**config.mk**
```make
export PLATFORM = sky130hd
export DESIGN_NAME = axi_lite_csr_slave
export DESIGN_NICKNAME = d
export VERILOG_FILES = /design/src/rtl/csr_pkg.sv /design/src/rtl/csr_regfile.sv /design/src/rtl/axi_lite_csr_slave.sv
export SDC_FILE = /design/constraint.sdc
export NUM_CORES = 2
export LEC_CHECK = 0
export ABC_AREA = 1
export CELL_PAD_IN_SITES_DETAIL_PLACEMENT = 1
export CELL_PAD_IN_SITES_GLOBAL_PLACEMENT = 1
export CORE_AREA = 3 3 441 443
export DETAILED_ROUTE_END_ITERATION = 10
export DIE_AREA = 0 0 444 446
export HOLD_SLACK_MARGIN = 0.03
export PLACE_DENSITY = 0.7
export SLEW_MARGIN = 20
export SYNTH_ARGS = -nofsm -noshare
export SYNTH_HDL_FRONTEND = slang
export SYNTH_HIERARCHICAL = 1
export SYNTH_SLANG_ARGS = --single-unit
```
**constraint.sdc**
```tcl
create_clock -name clk -period 5.8 [get_ports clk]
set_input_delay 0.87 -clock clk [delete_from_list [all_inputs] [get_ports clk]]
set_output_delay 0.87 -clock clk [all_outputs]
set_load 0.05 [all_outputs]
```
**src/rtl/csr_pkg.sv**
```systemverilog
// Shared constants and state types for the AXI4-Lite CSR slave and its register file.
package csr_pkg;

  localparam int CSR_REG_NUM_DEF  = 32;
  localparam int LOG2_REG_NUM_DEF = 5;

  localparam int CTRL_IDX   = 0;
  localparam int STATUS_IDX = 1;

  localparam int START_BIT  = 0;
  localparam int IRQ_EN_BIT = 1;
  localparam int BUSY_BIT   = 0;
  localparam int DONE_BIT   = 1;

  localparam logic [1:0] AXI_RESP_OKAY = 2'b00;

  typedef enum logic [1:0] {
    WR_IDLE,
    WR_HAVE_AW,
    WR_HAVE_W,
    WR_RESP
  } wr_state_e;

  typedef enum logic {
    RD_IDLE,
    RD_VALID
  } rd_state_e;

endpackage

```
**src/rtl/csr_regfile.sv**
```systemverilog
// Accelerator CSR storage: byte-strobed write port, combinational read port,
// START/BUSY/DONE tracking and the level interrupt.
module csr_regfile
  import csr_pkg::*;
#(
  parameter int CSR_REG_NUM  = CSR_REG_NUM_DEF,
  parameter int LOG2_REG_NUM = LOG2_REG_NUM_DEF
) (
  input  logic                      clk,
  input  logic                      rst_n,
  input  logic                      wr_en_i,
  input  logic [LOG2_REG_NUM-1:0]   wr_idx_i,
  input  logic [31:0]               wr_data_i,
  input  logic [3:0]                wr_strb_i,
  input  logic [LOG2_REG_NUM-1:0]   rd_idx_i,
  output logic [31:0]               rd_data_o,
  input  logic                      done_i,
  output logic                      start_o,
  output logic                      irq_o,
  output logic [CSR_REG_NUM*32-1:0] csr_reg_o
);

  logic [31:0] regs_q [CSR_REG_NUM];
  logic        busy_q, busy_d;
  logic        done_q, done_d;
  logic        start_q, start_d;
  logic        irq_q;
  logic [31:0] status_word;
  logic [31:0] wr_merged;
  logic [31:0] wr_value;
  logic        w1c_done;

  always_comb begin
    status_word           = '0;
    status_word[BUSY_BIT] = busy_q;
    status_word[DONE_BIT] = done_q;

    for (int b = 0; b < 4; b++) begin
      wr_merged[8*b +: 8] = wr_strb_i[b] ? wr_data_i[8*b +: 8] : regs_q[wr_idx_i][8*b +: 8];
    end

    // START is a pulse, never stored, so CTRL bit0 always reads back as 0
    wr_value = wr_merged;
    if (wr_idx_i == LOG2_REG_NUM'(CTRL_IDX)) begin
      wr_value[START_BIT] = 1'b0;
    end

    start_d  = wr_en_i && (wr_idx_i == LOG2_REG_NUM'(CTRL_IDX)) && wr_strb_i[START_BIT/8]
               && wr_data_i[START_BIT] && !busy_q;
    w1c_done = wr_en_i && (wr_idx_i == LOG2_REG_NUM'(STATUS_IDX)) && wr_strb_i[DONE_BIT/8]
               && wr_data_i[DONE_BIT];

    busy_d = busy_q;
    if (done_i)  busy_d = 1'b0;
    if (start_d) busy_d = 1'b1;

    // a completion arriving with the clear must not be lost
    done_d = done_q;
    if (w1c_done) done_d = 1'b0;
    if (done_i)   done_d = 1'b1;
  end

  always_ff @(posedge clk or negedge rst_n) begin
    if (!rst_n) begin
      for (int i = 0; i < CSR_REG_NUM; i++) regs_q[i] <= '0;
      busy_q  <= 1'b0;
      done_q  <= 1'b0;
      start_q <= 1'b0;
      irq_q   <= 1'b0;
    end else begin
      for (int i = 0; i < CSR_REG_NUM; i++) begin
        if (wr_en_i && (wr_idx_i == LOG2_REG_NUM'(i)) && (i != STATUS_IDX)) begin
          regs_q[i] <= wr_value;
        end
      end
      busy_q  <= busy_d;
      done_q  <= done_d;
      start_q <= start_d;
      irq_q   <= done_q & regs_q[CTRL_IDX][IRQ_EN_BIT];
    end
  end

  always_comb begin
    rd_data_o = regs_q[rd_idx_i];
    if (rd_idx_i == LOG2_REG_NUM'(STATUS_IDX)) rd_data_o = status_word;

    for (int i = 0; i < CSR_REG_NUM; i++) csr_reg_o[32*i +: 32] = regs_q[i];
    csr_reg_o[32*STATUS_IDX +: 32] = status_word;
  end

  assign start_o = start_q;
  assign irq_o   = irq_q;

endmodule

```
**src/rtl/axi_lite_csr_slave.sv**
```systemverilog
// AXI4-Lite responder for the accelerator CSR file; write and read handshake FSMs
// in front of csr_regfile.
//
// write FSM   | meaning
// WR_IDLE     | nothing held; AW and W both accepted
// WR_HAVE_AW  | address held, waiting for data
// WR_HAVE_W   | data held, waiting for address
// WR_RESP     | committed, BVALID high until BREADY
// read FSM    | meaning
// RD_IDLE     | ARREADY high once initialised
// RD_VALID    | RVALID high, RDATA frozen until RREADY
module axi_lite_csr_slave
  import csr_pkg::*;
#(
  parameter int CSR_REG_NUM  = CSR_REG_NUM_DEF,
  parameter int LOG2_REG_NUM = LOG2_REG_NUM_DEF
) (
  input  logic                      clk,
  input  logic                      rst_n,
  input  logic                      S_AXI_AWVALID,
  output logic                      S_AXI_AWREADY,
  input  logic [LOG2_REG_NUM+1:0]   S_AXI_AWADDR,
  input  logic [2:0]                S_AXI_AWPROT,
  input  logic [31:0]               S_AXI_WDATA,
  input  logic [3:0]                S_AXI_WSTRB,
  input  logic                      S_AXI_WVALID,
  output logic                      S_AXI_WREADY,
  output logic [1:0]                S_AXI_BRESP,
  output logic                      S_AXI_BVALID,
  input  logic                      S_AXI_BREADY,
  input  logic                      S_AXI_ARVALID,
  output logic                      S_AXI_ARREADY,
  input  logic [LOG2_REG_NUM+1:0]   S_AXI_ARADDR,
  input  logic [2:0]                S_AXI_ARPROT,
  output logic [31:0]               S_AXI_RDATA,
  output logic [1:0]                S_AXI_RRESP,
  output logic                      S_AXI_RVALID,
  input  logic                      S_AXI_RREADY,
  output logic [CSR_REG_NUM*32-1:0] csr_reg_o,
  output logic                      start_o,
  input  logic                      done_i,
  output logic                      irq_o
);

  wr_state_e                 wr_state_q, wr_state_d;
  rd_state_e                 rd_state_q, rd_state_d;
  logic                      init_q;
  logic [LOG2_REG_NUM-1:0]   aw_idx_q;
  logic [31:0]               w_data_q;
  logic [3:0]                w_strb_q;
  logic [31:0]               rdata_q;
  logic                      aw_hs, w_hs, ar_hs, commit;
  logic [LOG2_REG_NUM-1:0]   wr_idx;
  logic [31:0]               wr_data;
  logic [3:0]                wr_strb;
  logic [31:0]               rd_data;
  logic                      unused_bits;

  assign unused_bits = ^{S_AXI_AWPROT, S_AXI_ARPROT, S_AXI_AWADDR[1:0], S_AXI_ARADDR[1:0]};

  always_comb begin
    wr_state_d    = wr_state_q;
    S_AXI_AWREADY = 1'b0;
    S_AXI_WREADY  = 1'b0;
    S_AXI_BVALID  = 1'b0;
    commit        = 1'b0;
    case (wr_state_q)
      WR_IDLE: begin
        S_AXI_AWREADY = init_q;
        S_AXI_WREADY  = init_q;
        if (init_q && S_AXI_AWVALID && S_AXI_WVALID) begin
          commit     = 1'b1;
          wr_state_d = WR_RESP;
        end else if (init_q && S_AXI_AWVALID) begin
          wr_state_d = WR_HAVE_AW;
        end else if (init_q && S_AXI_WVALID) begin
          wr_state_d = WR_HAVE_W;
        end
      end
      WR_HAVE_AW: begin
        S_AXI_WREADY = init_q;
        if (init_q && S_AXI_WVALID) begin
          commit     = 1'b1;
          wr_state_d = WR_RESP;
        end
      end
      WR_HAVE_W: begin
        S_AXI_AWREADY = init_q;
        if (init_q && S_AXI_AWVALID) begin
          commit     = 1'b1;
          wr_state_d = WR_RESP;
        end
      end
      WR_RESP: begin
        S_AXI_BVALID = 1'b1;
        if (S_AXI_BREADY) wr_state_d = WR_IDLE;
      end
      default: wr_state_d = WR_IDLE;
    endcase
  end

  always_comb begin
    rd_state_d    = rd_state_q;
    S_AXI_ARREADY = 1'b0;
    S_AXI_RVALID  = 1'b0;
    case (rd_state_q)
      RD_IDLE: begin
        S_AXI_ARREADY = init_q;
        if (init_q && S_AXI_ARVALID) rd_state_d = RD_VALID;
      end
      RD_VALID: begin
        S_AXI_RVALID = 1'b1;
        if (S_AXI_RREADY) rd_state_d = RD_IDLE;
      end
      default: rd_state_d = RD_IDLE;
    endcase
  end

  assign aw_hs = S_AXI_AWVALID & S_AXI_AWREADY;
  assign w_hs  = S_AXI_WVALID & S_AXI_WREADY;
  assign ar_hs = S_AXI_ARVALID & S_AXI_ARREADY;

  // whichever half arrives in the commit cycle comes straight from the bus
  assign wr_idx  = (wr_state_q == WR_HAVE_AW) ? aw_idx_q : S_AXI_AWADDR[LOG2_REG_NUM+1:2];
  assign wr_data = (wr_state_q == WR_HAVE_W)  ? w_data_q : S_AXI_WDATA;
  assign wr_strb = (wr_state_q == WR_HAVE_W)  ? w_strb_q : S_AXI_WSTRB;

  always_ff @(posedge clk or negedge rst_n) begin
    if (!rst_n) begin
      wr_state_q <= WR_IDLE;
      rd_state_q <= RD_IDLE;
      init_q     <= 1'b0;
      aw_idx_q   <= '0;
      w_data_q   <= '0;
      w_strb_q   <= '0;
      rdata_q    <= '0;
    end else begin
      wr_state_q <= wr_state_d;
      rd_state_q <= rd_state_d;
      init_q     <= 1'b1;
      if (aw_hs) aw_idx_q <= S_AXI_AWADDR[LOG2_REG_NUM+1:2];
      if (w_hs) begin
        w_data_q <= S_AXI_WDATA;
        w_strb_q <= S_AXI_WSTRB;
      end
      if (ar_hs) rdata_q <= rd_data;
    end
  end

  csr_regfile #(
    .CSR_REG_NUM  (CSR_REG_NUM),
    .LOG2_REG_NUM (LOG2_REG_NUM)
  ) u_regfile (
    .clk       (clk),
    .rst_n     (rst_n),
    .wr_en_i   (commit),
    .wr_idx_i  (wr_idx),
    .wr_data_i (wr_data),
    .wr_strb_i (wr_strb),
    .rd_idx_i  (S_AXI_ARADDR[LOG2_REG_NUM+1:2]),
    .rd_data_o (rd_data),
    .done_i    (done_i),
    .start_o   (start_o),
    .irq_o     (irq_o),
    .csr_reg_o (csr_reg_o)
  );

  assign S_AXI_RDATA = rdata_q;
  assign S_AXI_BRESP = AXI_RESP_OKAY;
  assign S_AXI_RRESP = AXI_RESP_OKAY;

endmodule

```
# Yosys cells after proc, flatten, opt, wreduce, memory -nomap -nowiden
# Cells that the tools add are included.
# word_totals
input_bits,64
ramBits,0
mem_bits_ro,0
latchBits,0
regBits,1073
memories,0
wordCells,177
# classes
bitwise,7
reduce_logical,49
magnitude_cmp,2
n_eq_ne,39
n_mul,0
div,0
muxes,38
shifts,0
addsub,0
# op_table
cell,count
$bmux W32 S5,2
$mux W32,6
$eq A5 B5 Y1 const B,16
$logic_and A1 B1 Y1,41
$eq A5 B4 Y1 const B,8
$mux W8,4
$eq A5 B3 Y1 const B,4
$mux W1,15
$ge A6 B6 Y1 const B,2
$mux W2,6
$not A5 Y6,2
$eq A5 B1 Y1 const B,2
$eq A5 B2 Y1 const B,2
$pmux W2 S4,1
$ne A2 B2 Y1 const B,3
$logic_not A5 Y1,1
$mux W5,1
$and A1 B1 Y1,4
$eq A2 B2 Y1 const B,2
$mux W4,1
$ne A4 B4 Y1 const B,1
$reduce_and A4 Y1,1
$reduce_bool A2 Y1,2
$reduce_or A2 Y1,2
other kinds (6),6

# Logic depth before layout (Yosys ltp)
# depth
word_depth,9
mapped_depth,22
mapped_depth_nobuf,17

# By module
# Netlist, hierarchy kept.
# by_module_without_submodules
mod,instances,cells_per_inst,area_per_inst_um2,seq_area_each_um2
csr_regfile,1,8492,56326.5,24923.9
axi_lite_csr_slave,1,457,3803.6,1926.8

# Least setup slack after synthesis
# Ideal clock, no wire load.
# synth_path
kind,input port to flip-flop
startpoint,input port S_AXI_AWADDR[2]
endpoint,"register u_regfile.regs_q, in the netlist u_regfile/csr_reg_o[864]"
setup_slack_ps,3079
cell_stages,13
arrival_time_ps,2603
cell_sequence,inv_1 -> o21ai_0 -> buf_6 -> nand2_4 -> buf_4 -> buf_2 -> nor2_1 -> inv_1 -> nor2_1 -> inv_1 -> clkbuf_1 -> nand2_1 -> nand2_1
# synth_between
elab_chain_cells,7
elab_cells_between_ends,10
classes_between,eq/ne: 1; mux: 6; bitwise: 1; reduce/logical: 2
# synth_lines
element,line_no,text
"start, declared",axi_lite_csr_slave.sv:22,"input logic [LOG2_REG_NUM+1:0] S_AXI_AWADDR,"
$mux W5 *,axi_lite_csr_slave.sv:124,assign wr_idx = (wr_state_q == WR_HAVE_AW) ? aw_idx_q : S_AXI_AWADDR[LOG2_REG_NUM+1:2];
via wr_idx[0],axi_lite_csr_slave.sv:53,logic [LOG2_REG_NUM-1:0] wr_idx;
$not A5 Y6 (not written as such),csr_regfile.sv:39,wr_merged[8*b +: 8] = wr_strb_i[b] ? wr_data_i[8*b +: 8] : regs_q[wr_idx_i][8*b +: 8];
$bmux W32 S5,csr_regfile.sv:39,
$mux W32,-,
$mux W32 (not written as such),csr_regfile.sv:39,
$mux W8,csr_regfile.sv:39,
$mux W1,csr_regfile.sv:44,if (wr_idx_i == LOG2_REG_NUM'(CTRL_IDX)) begin
"end signal, assigned by index",csr_regfile.sv:73,regs_q[i] <= wr_value;
"end, declared",csr_regfile.sv:23,logic [31:0] regs_q [CSR_REG_NUM];
# Mark *: on every way through the listed nets, which the timed path passes. The rest lies on a longest branch. The select of a mux whose other input is x is not followed.
# A chain may end at the register's enable or synchronous reset.

# Final worst setup path
# layout_path
startpoint,register wr_state_q[1]
endpoint,"register u_regfile.regs_q, in the netlist u_regfile/csr_reg_o[842]"
# layout_between
elab_chain_cells,7
elab_cells_between_ends,14
classes_between,eq/ne: 3; mux: 8; bitwise: 1; reduce/logical: 2
# layout_lines
element,line_no,text
"start, declared",axi_lite_csr_slave.sv:45,"wr_state_e wr_state_q, wr_state_d;"
"start signal, assigned",axi_lite_csr_slave.sv:138,wr_state_q <= wr_state_d;
$eq A2 B1 Y1 *,axi_lite_csr_slave.sv:124,
$mux W5 *,axi_lite_csr_slave.sv:124,
via wr_idx[1],axi_lite_csr_slave.sv:53,
$not A5 Y6 (not written as such),csr_regfile.sv:39,
$bmux W32 S5,csr_regfile.sv:39,
$mux W32 (not written as such),csr_regfile.sv:39,
$mux W32,-,
$mux W8,csr_regfile.sv:39,
# Marked as above.

==> PnR_summary.wiki <==
{| class="wikitable"
! Metric !! Value
|-
| Port Buffers || 1086
|-
| Clock network latency to the later pin of the worst-skew pair || 0.84 ns
|-
| First-pass GRT wire length || 597100 um
|-
| Cts bufs inserted || approximately 140
|-
| Cell leakage power || 38.39 nW
|-
| Vias in the first global route || 72325
|-
| Remaining max-slew budget at the tightest pin || 12.37%
|-
| Aggregate global-route resource usage || 42.97%
|-
| Crit Reg-Reg Endpoint || u_regfile/csr_reg_o[842]
|-
| Power density over cell area || 705.3 mW/mm^2
|-
| Average detailed-routed wire length per instance || ~35 um
|-
| Clock tree from TritonCTS || done
|-
| Average via count per standard cell || 5.863
|-
| Peak per-stage delay on the critical path || between 0.6 and 0.7 ns
|-
| Post-Synthesis Cell Area || 0.06013 sq mm
|-
| Library cell appearing most often on the critical path || sky130_fd_sc_hd__nand2_1
|-
| Peak supply drop || 0.4590 mV
|-
| Layout cells sized above 1 || 6.341%
|-
| Cells after synthesis || 8949
|-
| Unrepaired setup endpoints after global routing || false
|-
| Highest attainable clock frequency || 206.8 MHz
|-
| Area of the core || 0.1904 sq mm
|-
| Clk_skew || 0.04057 ns
|-
| Number of nets in the final layout || 9844
|-
| Leading area contributor after synthesis || sky130_fd_sc_hd__dfrtp_1
|-
| Yosys cell types || 42
|-
| Io pins || around 1100
|-
| Count of synthesis-stage warnings from yosys || 70
|-
| CP max FO || 31
|-
| Final Wtd Congestion || about 0.96
|-
| Most instantiated library cell after synthesis || sky130_fd_sc_hd__nand2_1
|-
| Final worst path period need || a little under 5 ns
|-
| Gr ovfl total || 0
|-
| Vertical die dimension || 446 um
|-
| Largest delay contributor family on the critical path || simple AND/OR/NAND/NOR gates
|-
| Setup slack of the worst register-to-register path || 0.96 ns
|-
| Pins Over Slew Limit || 0
|-
| Dominant synthesized flop cell || sky130_fd_sc_hd__dfrtp_1
|-
| Hold violation count in the final report || 0
|-
| Critical Path End Type || register
|-
| Maximum number of pins on one net before global-route repair || 149
|-
| Post-CTS setup repair buffer count || 0
|-
| Slowest stage cell, crit path || sky130_fd_sc_hd__o21ai_4
|-
| Dpl hpwl || 303000 um
|-
| Synth async-reset ratio || 100.0%
|-
| Max-cap violations || 0
|-
| Worst R2R Start || wr_state_q[1]
|-
| Hold Crit Class || in2async
|-
| Worst Setup Start Kind || register
|-
| Result of the run || finished, final reports clean
|-
| Total of cells resized after clock tree synthesis || 0
|-
| Post-layout worst setup margin || 0.9646 ns
|-
| Final setup fails || 0
|-
| Clock sink count || 1073
|-
| Initial DRT Pass Iterations || 6
|-
| Worst-case setup slack after placement || about 0.73 ns
|-
| Number of buffers inserted by hold repair at cts || 0
|-
| Post-Route WL || 438100 um
|-
| Area growth from synthesis to final layout || 30.15%
|-
| Crit Path Category || reg2reg
|-
| CP required || 6.55 ns
|-
| Post-route DRC || 0
|-
| Share of synthesized area occupied by flip-flops and latches || between 40% and 50%
|-
| CTS Buffer Depth || 3
|-
| R2r worst-path depth || 18
|-
| CTS Root Cell || sky130_fd_sc_hd__clkbuf_16
|-
| Top-area cell type share of the netlist area || 44.65%
|-
| Clock Pin Slew Worst Setup and Hold Paths || approximately 0.060 ns
|-
| Antenna violations before repair || 23
|-
| Top cell types by occurrence after synthesis || sky130_fd_sc_hd__nand2_1 (4943), sky130_fd_sc_hd__dfrtp_1 (1073), sky130_fd_sc_hd__o21ai_0 (539)
|-
| Signal arrival time at the worst endpoint || 5.59 ns
|-
| Area contributors post-synth || sky130_fd_sc_hd__dfrtp_1 (45%), sky130_fd_sc_hd__nand2_1 (31%), sky130_fd_sc_hd__o21ai_0 (4.5%), sky130_fd_sc_hd__nor2_1 (3.0%), sky130_fd_sc_hd__clkbuf_1 (2.2%)
|-
| Number of nets with antenna violations after detailed routing || 0
|-
| Bufs and invs on worst path || 5
|-
| CTS HTree Levels || 4
|-
| Slew at the pin closest to its max-slew limit || between 1 and 1.5 ns
|-
| Number of placement rows || 160
|-
| Post-synth EDFFs || 0
|-
| Die footprint || 0.1980 sq mm
|-
| Initial DRC count || 9466
|-
| Final period util || 83.37%
|-
| Setup_tns || 0 ns
|-
| Post-synthesis sequential element count || roughly 1100
|-
| Starting density of the core || 31.58%
|-
| Cell breakdown of the critical path || inv_1, ha_1, o21ai_4, inv_6, nor2_4, buf_12, buf_12, a21oi_1, nand2_1, nand2_1, nand2_1, nor2_1, nor2_1, nand2_1, nand2_2, buf_4, nand2_1, nand2_1
|-
| Die X || 444 um
|-
| Average cell area after synthesis || 6.719 sq um
|-
| Number of vias in the routed layout || 72638
|}
-- layout make-up --
type,count,area [sq um]
Clock inverter,35,452.9
Inverter,325,1259
Tap cell,2511,3142
Clock buffer,201,3981
Sequential cell,1073,26850
Fill cell,23786,112100
Multi-Input combinational cell,6893,29170
Timing Repair Buffer,1346,13390
Antenna cell,6,15.01
-- metal layers --
| metal | share of wire (%) | wire length (um) | track usage [%] | vias up |
|---|---|---|---|---|
| met3 | 11 | 48500 | 12.43 | 1449 |
| met5 | 0.033 | 146 | 0.1221 | - |
| met4 | 10 | 46000 | 36.54 | 20 |
| met1 | 36 | 159900 | 51.54 | 36365 |
| li1 | - | - | - | 29614 |
| met2 | 42 | 183600 | 63.33 | 5190 |
-- state kept, by name (all words and copies together) (netlist names) --
signal,count
S_AXI_RDATA,32
aw_idx_q,5
init_q,1
rd_state_q,1
u_regfile/busy_q,1
u_regfile/csr_reg_o,992
u_regfile/done_q,1
u_regfile/irq_o,1
u_regfile/start_o,1
w_data_q,32
w_strb_q,4
wr_state_q,2
-- worst max-delay path by stage --
stage	slack, ns	depth (start not counted)	end	startpoint
final	0.96	18	u_regfile/csr_reg_o[842]	wr_state_q[1]
after global placement	0.71	18	u_regfile/csr_reg_o[586]	S_AXI_AWADDR[3]
after global routing	0.84	19	u_regfile/csr_reg_o[842]	wr_state_q[1]
after floorplan	3.08	13	u_regfile/csr_reg_o[864]	S_AXI_AWADDR[2]
after detailed placement	0.73	18	u_regfile/csr_reg_o[682]	S_AXI_AWADDR[3]
after CTS	1.06	19	u_regfile/csr_reg_o[842]	wr_state_q[1]
-- metrics by stage --
stage	hold WS (ns)	cell area [sq um]	std cells	util (%)	total power [mW]
final	0.1489	78260	12390	41.11	55.20
after detailed placement	0.4609	73800	12148	38.77	45.56
after CTS	0.1508	78240	12384	41.09	54.45
after global routing	0.1750	78240	12384	41.10	56.65
after floorplan	0.4529	60250	8981	-	30.47
after global placement	0.4568	73800	12148	38.76	45.07
-- where the power goes --
part	internal (mW)	switching [mW]
Combinational	8.10	23.8
Clock	5.10	3.69
Sequential	10.3	4.21
-- logic make-up (layout without fill, tap and decap cells) --
family                     count (synthesis)  in the layout  synth area share, %
AOI/OAI and AO/OA                       1137           1137                11.13
and+or+nand+nor                         5715           5715                36.45
other                                      3             41              0.01873
DFF                                     1073           1073                44.65
buffers and inverters                   1015           1907                7.622
adders and majority gates                  6              6               0.1248
-- cell usage in the layout (no fill, tap or decap), types with 108 or more instances in the layout --
cell                              Yosys  layout
sky130_fd_sc_hd__clkdlybuf4s50_1      0    1079
sky130_fd_sc_hd__dfrtp_1           1073    1073
sky130_fd_sc_hd__a21oi_1            248     247
sky130_fd_sc_hd__nand3_1            225     225
sky130_fd_sc_hd__buf_4              122     218
sky130_fd_sc_hd__clkbuf_16            0     139
sky130_fd_sc_hd__nor2_1             482     460
sky130_fd_sc_hd__nand2_1           4943    4919
sky130_fd_sc_hd__a22oi_1            108     108
sky130_fd_sc_hd__o21ai_0            539     533
sky130_fd_sc_hd__inv_1              302     279
Note: power is estimated with default switching activity, not from simulation.
